### src/rtl/ysyx_23060203_axi_rd_arb.sv
// Two-master, one-slave AXI read-channel arbiter.
// Shares one read-only device port between the IFU (master 0) and the LSU (master 1).
// Whole transactions are granted round-robin. The winner's AR beat is forwarded, and
// every R beat is steered back to the owner until the rlast handshake.
//
// Ports:
//   clock, reset          : single clock, asynchronous active-low reset
//   i_ifu_* / o_ifu_*     : IFU read master (AR request in, AR ready and R beat out)
//   i_lsu_* / o_lsu_*     : LSU read master (same subset)
//   o_out_* / i_out_*     : shared slave side (AR request out, R beat in)
//   write-channel handshakes are tied off on both sides
module ysyx_23060203_axi_rd_arb #(
  parameter bit          LSU_FIRST = 1'b1,
  parameter int unsigned AddrWidth = 32,
  parameter int unsigned DataWidth = 32,
  parameter int unsigned IdWidth   = 4
) (
  input  logic                 clock,
  input  logic                 reset,
  // IFU master
  input  logic [AddrWidth-1:0] i_ifu_araddr,
  input  logic                 i_ifu_arvalid,
  output logic                 o_ifu_arready,
  input  logic [IdWidth-1:0]   i_ifu_arid,
  input  logic [7:0]           i_ifu_arlen,
  input  logic [2:0]           i_ifu_arsize,
  input  logic [1:0]           i_ifu_arburst,
  output logic                 o_ifu_rvalid,
  input  logic                 i_ifu_rready,
  output logic [DataWidth-1:0] o_ifu_rdata,
  output logic [1:0]           o_ifu_rresp,
  output logic                 o_ifu_rlast,
  output logic [IdWidth-1:0]   o_ifu_rid,
  output logic                 o_ifu_awready,
  output logic                 o_ifu_wready,
  output logic                 o_ifu_bvalid,
  // LSU master
  input  logic [AddrWidth-1:0] i_lsu_araddr,
  input  logic                 i_lsu_arvalid,
  output logic                 o_lsu_arready,
  input  logic [IdWidth-1:0]   i_lsu_arid,
  input  logic [7:0]           i_lsu_arlen,
  input  logic [2:0]           i_lsu_arsize,
  input  logic [1:0]           i_lsu_arburst,
  output logic                 o_lsu_rvalid,
  input  logic                 i_lsu_rready,
  output logic [DataWidth-1:0] o_lsu_rdata,
  output logic [1:0]           o_lsu_rresp,
  output logic                 o_lsu_rlast,
  output logic [IdWidth-1:0]   o_lsu_rid,
  output logic                 o_lsu_awready,
  output logic                 o_lsu_wready,
  output logic                 o_lsu_bvalid,
  // Shared slave
  output logic [AddrWidth-1:0] o_out_araddr,
  output logic                 o_out_arvalid,
  input  logic                 i_out_arready,
  output logic [IdWidth-1:0]   o_out_arid,
  output logic [7:0]           o_out_arlen,
  output logic [2:0]           o_out_arsize,
  output logic [1:0]           o_out_arburst,
  input  logic                 i_out_rvalid,
  output logic                 o_out_rready,
  input  logic [DataWidth-1:0] i_out_rdata,
  input  logic [1:0]           i_out_rresp,
  input  logic                 i_out_rlast,
  input  logic [IdWidth-1:0]   i_out_rid,
  output logic                 o_out_awvalid,
  output logic                 o_out_wvalid,
  output logic                 o_out_bready
);

  typedef enum logic [1:0] {StIdle, StAddr, StData} st_e;

  st_e  r_st;
  logic r_gnt;  // 0 = IFU, 1 = LSU
  logic r_pri;  // requester that wins a tie in IDLE

  logic w_ar_hs;
  logic w_r_last_hs;

  assign w_ar_hs     = o_out_arvalid & i_out_arready;
  assign w_r_last_hs = i_out_rvalid & o_out_rready & i_out_rlast;

  always_ff @(posedge clock or negedge reset) begin
    if (!reset) begin
      r_st  <= StIdle;
      r_gnt <= 1'b0;
      r_pri <= LSU_FIRST;
    end else begin
      unique case (r_st)
        StIdle: begin
          if (i_ifu_arvalid | i_lsu_arvalid) begin
            // A lone requester wins outright; a tie goes to the priority holder.
            r_gnt <= (i_ifu_arvalid & i_lsu_arvalid) ? r_pri : i_lsu_arvalid;
            r_st  <= StAddr;
          end
        end
        StAddr: begin
          if (w_ar_hs) r_st <= StData;
        end
        StData: begin
          if (w_r_last_hs) begin
            r_st  <= StIdle;
            r_pri <= ~r_gnt;
          end
        end
        default: r_st <= StIdle;
      endcase
    end
  end

  // AR and R paths are pure combinational passthrough so no beat picks up latency.
  always_comb begin
    o_ifu_arready = 1'b0;
    o_lsu_arready = 1'b0;
    o_out_araddr  = '0;
    o_out_arvalid = 1'b0;
    o_out_arid    = '0;
    o_out_arlen   = '0;
    o_out_arsize  = '0;
    o_out_arburst = '0;
    o_out_rready  = 1'b0;
    o_ifu_rvalid  = 1'b0;
    o_ifu_rdata   = '0;
    o_ifu_rresp   = '0;
    o_ifu_rlast   = 1'b0;
    o_ifu_rid     = '0;
    o_lsu_rvalid  = 1'b0;
    o_lsu_rdata   = '0;
    o_lsu_rresp   = '0;
    o_lsu_rlast   = 1'b0;
    o_lsu_rid     = '0;
    if (r_st == StAddr) begin
      if (r_gnt) begin
        o_out_araddr  = i_lsu_araddr;
        o_out_arvalid = i_lsu_arvalid;
        o_out_arid    = i_lsu_arid;
        o_out_arlen   = i_lsu_arlen;
        o_out_arsize  = i_lsu_arsize;
        o_out_arburst = i_lsu_arburst;
        o_lsu_arready = i_out_arready;
      end else begin
        o_out_araddr  = i_ifu_araddr;
        o_out_arvalid = i_ifu_arvalid;
        o_out_arid    = i_ifu_arid;
        o_out_arlen   = i_ifu_arlen;
        o_out_arsize  = i_ifu_arsize;
        o_out_arburst = i_ifu_arburst;
        o_ifu_arready = i_out_arready;
      end
    end
    if (r_st == StData) begin
      if (r_gnt) begin
        o_lsu_rvalid = i_out_rvalid;
        o_lsu_rdata  = i_out_rdata;
        o_lsu_rresp  = i_out_rresp;
        o_lsu_rlast  = i_out_rlast;
        o_lsu_rid    = i_out_rid;
        o_out_rready = i_lsu_rready;
      end else begin
        o_ifu_rvalid = i_out_rvalid;
        o_ifu_rdata  = i_out_rdata;
        o_ifu_rresp  = i_out_rresp;
        o_ifu_rlast  = i_out_rlast;
        o_ifu_rid    = i_out_rid;
        o_out_rready = i_ifu_rready;
      end
    end
  end

  assign o_ifu_awready = 1'b0;
  assign o_ifu_wready  = 1'b0;
  assign o_ifu_bvalid  = 1'b0;
  assign o_lsu_awready = 1'b0;
  assign o_lsu_wready  = 1'b0;
  assign o_lsu_bvalid  = 1'b0;
  assign o_out_awvalid = 1'b0;
  assign o_out_wvalid  = 1'b0;
  assign o_out_bready  = 1'b0;

endmodule
### config.mk
export PLATFORM = sky130hd
export DESIGN_NAME = ysyx_23060203_axi_rd_arb
export DESIGN_NICKNAME = d
export VERILOG_FILES = /design/src/rtl/ysyx_23060203_axi_rd_arb.sv
export SDC_FILE = /design/constraint.sdc
export NUM_CORES = 1
export LEC_CHECK = 0
export ABC_AREA = 1
export CORE_AREA = 2 2 111 113
export CTS_BUF_LIST = sky130_fd_sc_hd__clkbuf_16
export DETAILED_ROUTE_END_ITERATION = 7
export DIE_AREA = 0 0 113 115
export PLACE_DENSITY = 0.7
export SYNTH_ARGS = -nofsm -noshare
export SYNTH_HDL_FRONTEND = slang
export SYNTH_SLANG_ARGS = --single-unit
### constraint.sdc
create_clock -name clock -period 3.6 [get_ports clock]
set_input_delay 0.9 -clock clock [delete_from_list [all_inputs] [get_ports clock]]
set_output_delay 0.9 -clock clock [all_outputs]
set_load 0.03 [all_outputs]
Word-level counts from Yosys, hierarchy flattened. Cells that the tools add are included.

Register bits: 4. Latch bits: 0. Memory bits (writable): 0. ROM bits: 0. Input bits: 145. Output and inout bits: 142. Memories: 0.

$add $sub $neg: 0. $mul: 0. Divide/modulo/power cells: 0. Order comparisons: 0. Equality and inequality tests: 5. Shifts and indexed selects: 0. Multiplexer cells: 43. Bitwise logic cells: 6. Reductions and logical operators: 4.

Operators by type and width (number): $mux 32 (6); $mux 4 (6); $mux 2 (9); $mux 1 (17); $mux 8 (2); $mux 3 (2); $ne 2x2->1 const B (3); $pmux 2 s3 (1); $and 1x1->1 (4); $reduce_and 2->1 (2); $reduce_and 3->1 (1); $eq 2x1->1 const B (1); $eq 2x2->1 const B (1); $logic_not 2->1 (1); $not 1->1 (1); $or 1x1->1 (1).

Depth between registers and ports, before layout.
Depth in word-level cells: 6. Mapped depth: 7. Depth with buffers taken out: 6.

Worst setup path before layout. OpenSTA, ideal clock, no wires.

Path type: input to output. Start: in i_out_arready. End: out o_ifu_arready. Arrival: 1.619 ns. Required time: 2.700 ns. Setup slack: 1.081 ns. Stages on the path: 2. Cell sequence: inv_1 nor3_1.

Cells in the longest elaborated chain, start to end: 2.

RTL lines: from (decl) (RTL line 57) `input logic i_out_arready,`; $mux 1 (RTL line 135) `if (r_gnt) begin`; $mux 1 (RTL line 134) `if (r_st == StAddr) begin`; to (decl) (RTL line 23) `output logic o_ifu_arready,`.

No other way between the ends.

Worst setup path after layout.
Start: in i_lsu_arvalid. End: out o_out_arvalid.

Cells in the longest elaborated chain, start to end: 2.

RTL lines: from (decl) (RTL line 39) `input logic i_lsu_arvalid,`; $mux 1 (RTL line 135); $mux 1 (RTL line 134); to (decl) (RTL line 56) `output logic o_out_arvalid,`.

No other way between the ends.

==> impl_metrics.json <==
{
  "worst_slack_ns": 0.378,
  "cts_buffer_depth": 2,
  "synth_top_area_share": 0.254,
  "status": "finished, violations left",
  "dp_slack_ns": 0.366,
  "root_buffer": "clkbuf_16",
  "groute.usage.overall": 0.123,
  "yosys_warnings": 0,
  "core-area_um2": 11800,
  "grt_start_max_net_pins": 41,
  "die_h_um": 115,
  "mostFrequentLayoutCells": "clkdlybuf4s50_1, nand2_1, nor2_1",
  "finalNetCount": 748,
  "cp.arrival_ns": 2.32,
  "cp.required_ns": 2.70,
  "cts_sinks": 4,
  "clock_latency_ns": 0.23,
  "antenna_cells": 0,
  "numCtsBuffers": 3,
  "die-area_um2": 13000,
  "utilization": 0.379,
  "violations": "DRC",
  "clkSlewWorstSetupHoldPaths_ns": 0.03,
  "synthDistinctLibCells": 21,
  "final_common_cell": "clkdlybuf4s50_1",
  "start_util": 0.140,
  "max_freq_mhz": 310,
  "drc": 20,
  "grt_pass1_vias": 2574,
  "antenna_found_initial": 0,
  "wl_per_cell_um": 11.8,
  "cap_violations": 0,
  "portBuffers": 277,
  "path_max_fanout": 3,
  "io_pins": 287,
  "drive_gt1_frac": 0.0432,
  "finalCritPeriodShare": 0.895,
  "drtAntennaViolNets": 0,
  "grt_remaining_overflow": 0,
  "setup_violations": 0,
  "drv_slew": 0,
  "hold_buffers": 0,
  "leakagePower_nw": 1.96,
  "netlist_area_um2": 1660,
  "syn_avg_cell_area_um2": 4.87,
  "ys_ff_latch": 4,
  "pwr_density_cell_nw_per_um2": 595,
  "finClkSkew_ns": 0.00414,
  "final_hold_viol_count": 0,
  "num_vias": 2889,
  "cts_tree": "yes",
  "hp-class": "reg -> reg",
  "fin_area_um2": 4480,
  "yosys.area.top_type": "nand2_1",
  "first_pass_iters": 6,
  "worstSetupPathType": "in -> out",
  "grt_pass1_wl_mm": 13.1,
  "rsz0062_at_grt": "no",
  "vias_per_cell": 3.86,
  "synth-seq-area-share": 0.0612,
  "syn2layout_area_growth_pct": 170,
  "syn-instance-count": 340,
  "cts_setup_buffers": 0,
  "ir_drop_uv": 307,
  "start_kind": "primary input",
  "dpl_cell_area_um2": 4400,
  "cts_resized": 0,
  "drtIter0Drc": 121,
  "dp_hpwl_mm": 7.33,
  "die_x_um": 113,
  "num_rows": 40,
  "worst_setup_path_end_kind": "output pin",
  "fin_setup_tns_ns": 0,
  "htreeDepth": 1,
  "wl_mm": 8.87,
  "place.gp.congestion": 0.746,
  "finalWorstPathRequiredPeriod_ns": 3.22,
  "netlist_top_cells_area": "nand2_1, nor2_1, a21oi_1"
}
registers in the layout (all words and copies together) (netlist names):
name / flops
r_st: 2
r_gnt: 1
r_pri: 1
critical path, stage by stage:
cell and delay (ns):
clkdlybuf4s50_1 0.50, nand2_1 0.08, a21oi_1 0.14, clkdlybuf4s50_1 0.70
power by group:
group	internal, mW	total, mW	switching [mW]
registers	0.0691	0.0979	0.0288
logic	0.924	2.39	1.46
clock network	0.144	0.178	0.0340
total	1.14	2.66	1.53
synthesized netlist by cell type, drive strengths merged:
master / number
nor3: 2
conb: 1
dfrtp: 3
o21ai: 3
nand3: 2
a21oi: 50
inv: 46
nand4: 1
dfstp: 1
buf: 33
and2: 1
nor2: 82
nand2: 115
layer usage:
metal / vias to the layer above / global-route usage / share of wire
met5: - / 0 / 0
met2: 159 / 0.238 / 0.52
met1: 1209 / 0.138 / 0.38
met3: 2 / 0.0253 / 0.094
li1: 1519 / - / -
met4: 0 / 0.0293 / 0.0065
cell type report:
| type | instances | area, um2 |
|---|---|---|
| inverter | 46 | 175 |
| clock inverter | 1 | 3.75 |
| sequential | 4 | 103 |
| clock buffer | 3 | 75.1 |
| multi-input combinational | 265 | 1120 |
| tap | 147 | 184 |
| fill | 1263 | 7340 |
| timing repair buffer | 283 | 2820 |
final timing paths:
path / start / endpoint / slack (ns) / depth (start not counted)
worst max-delay path: i_lsu_arvalid / o_out_arvalid / 0.38 / 4
worst min-delay path: r_pri / r_pri / 0.47 / 2
worst max register to register: r_gnt / r_st[0] / 2.07 / 7
worst min register to register: r_pri / r_pri / 0.47 / 2
max in group asynchronous: reset / r_pri / 2.46 / 1
min in group asynchronous: reset / r_st[0] / 0.89 / 1
stage by stage:
stage	instances	hold slack [ns]	power [mW]
after floorplan	348	0.441	1.59
after global placement	745	0.465	2.50
after detailed placement	745	0.469	2.50
after CTS	749	0.474	2.69
after global routing	749	0.492	2.83
final	749	0.472	2.66
cell families (layout without fill, tap and decap cells):
family,Yosys count,in the layout,synth area share
and+or+nand+nor,203,203,0.494
buffers and inverters,79,333,0.282
other,1,9,0.00227
DFF,4,4,0.0612
AOI/OAI and AO/OA,53,53,0.160
(Power assumes the default switching activity.)
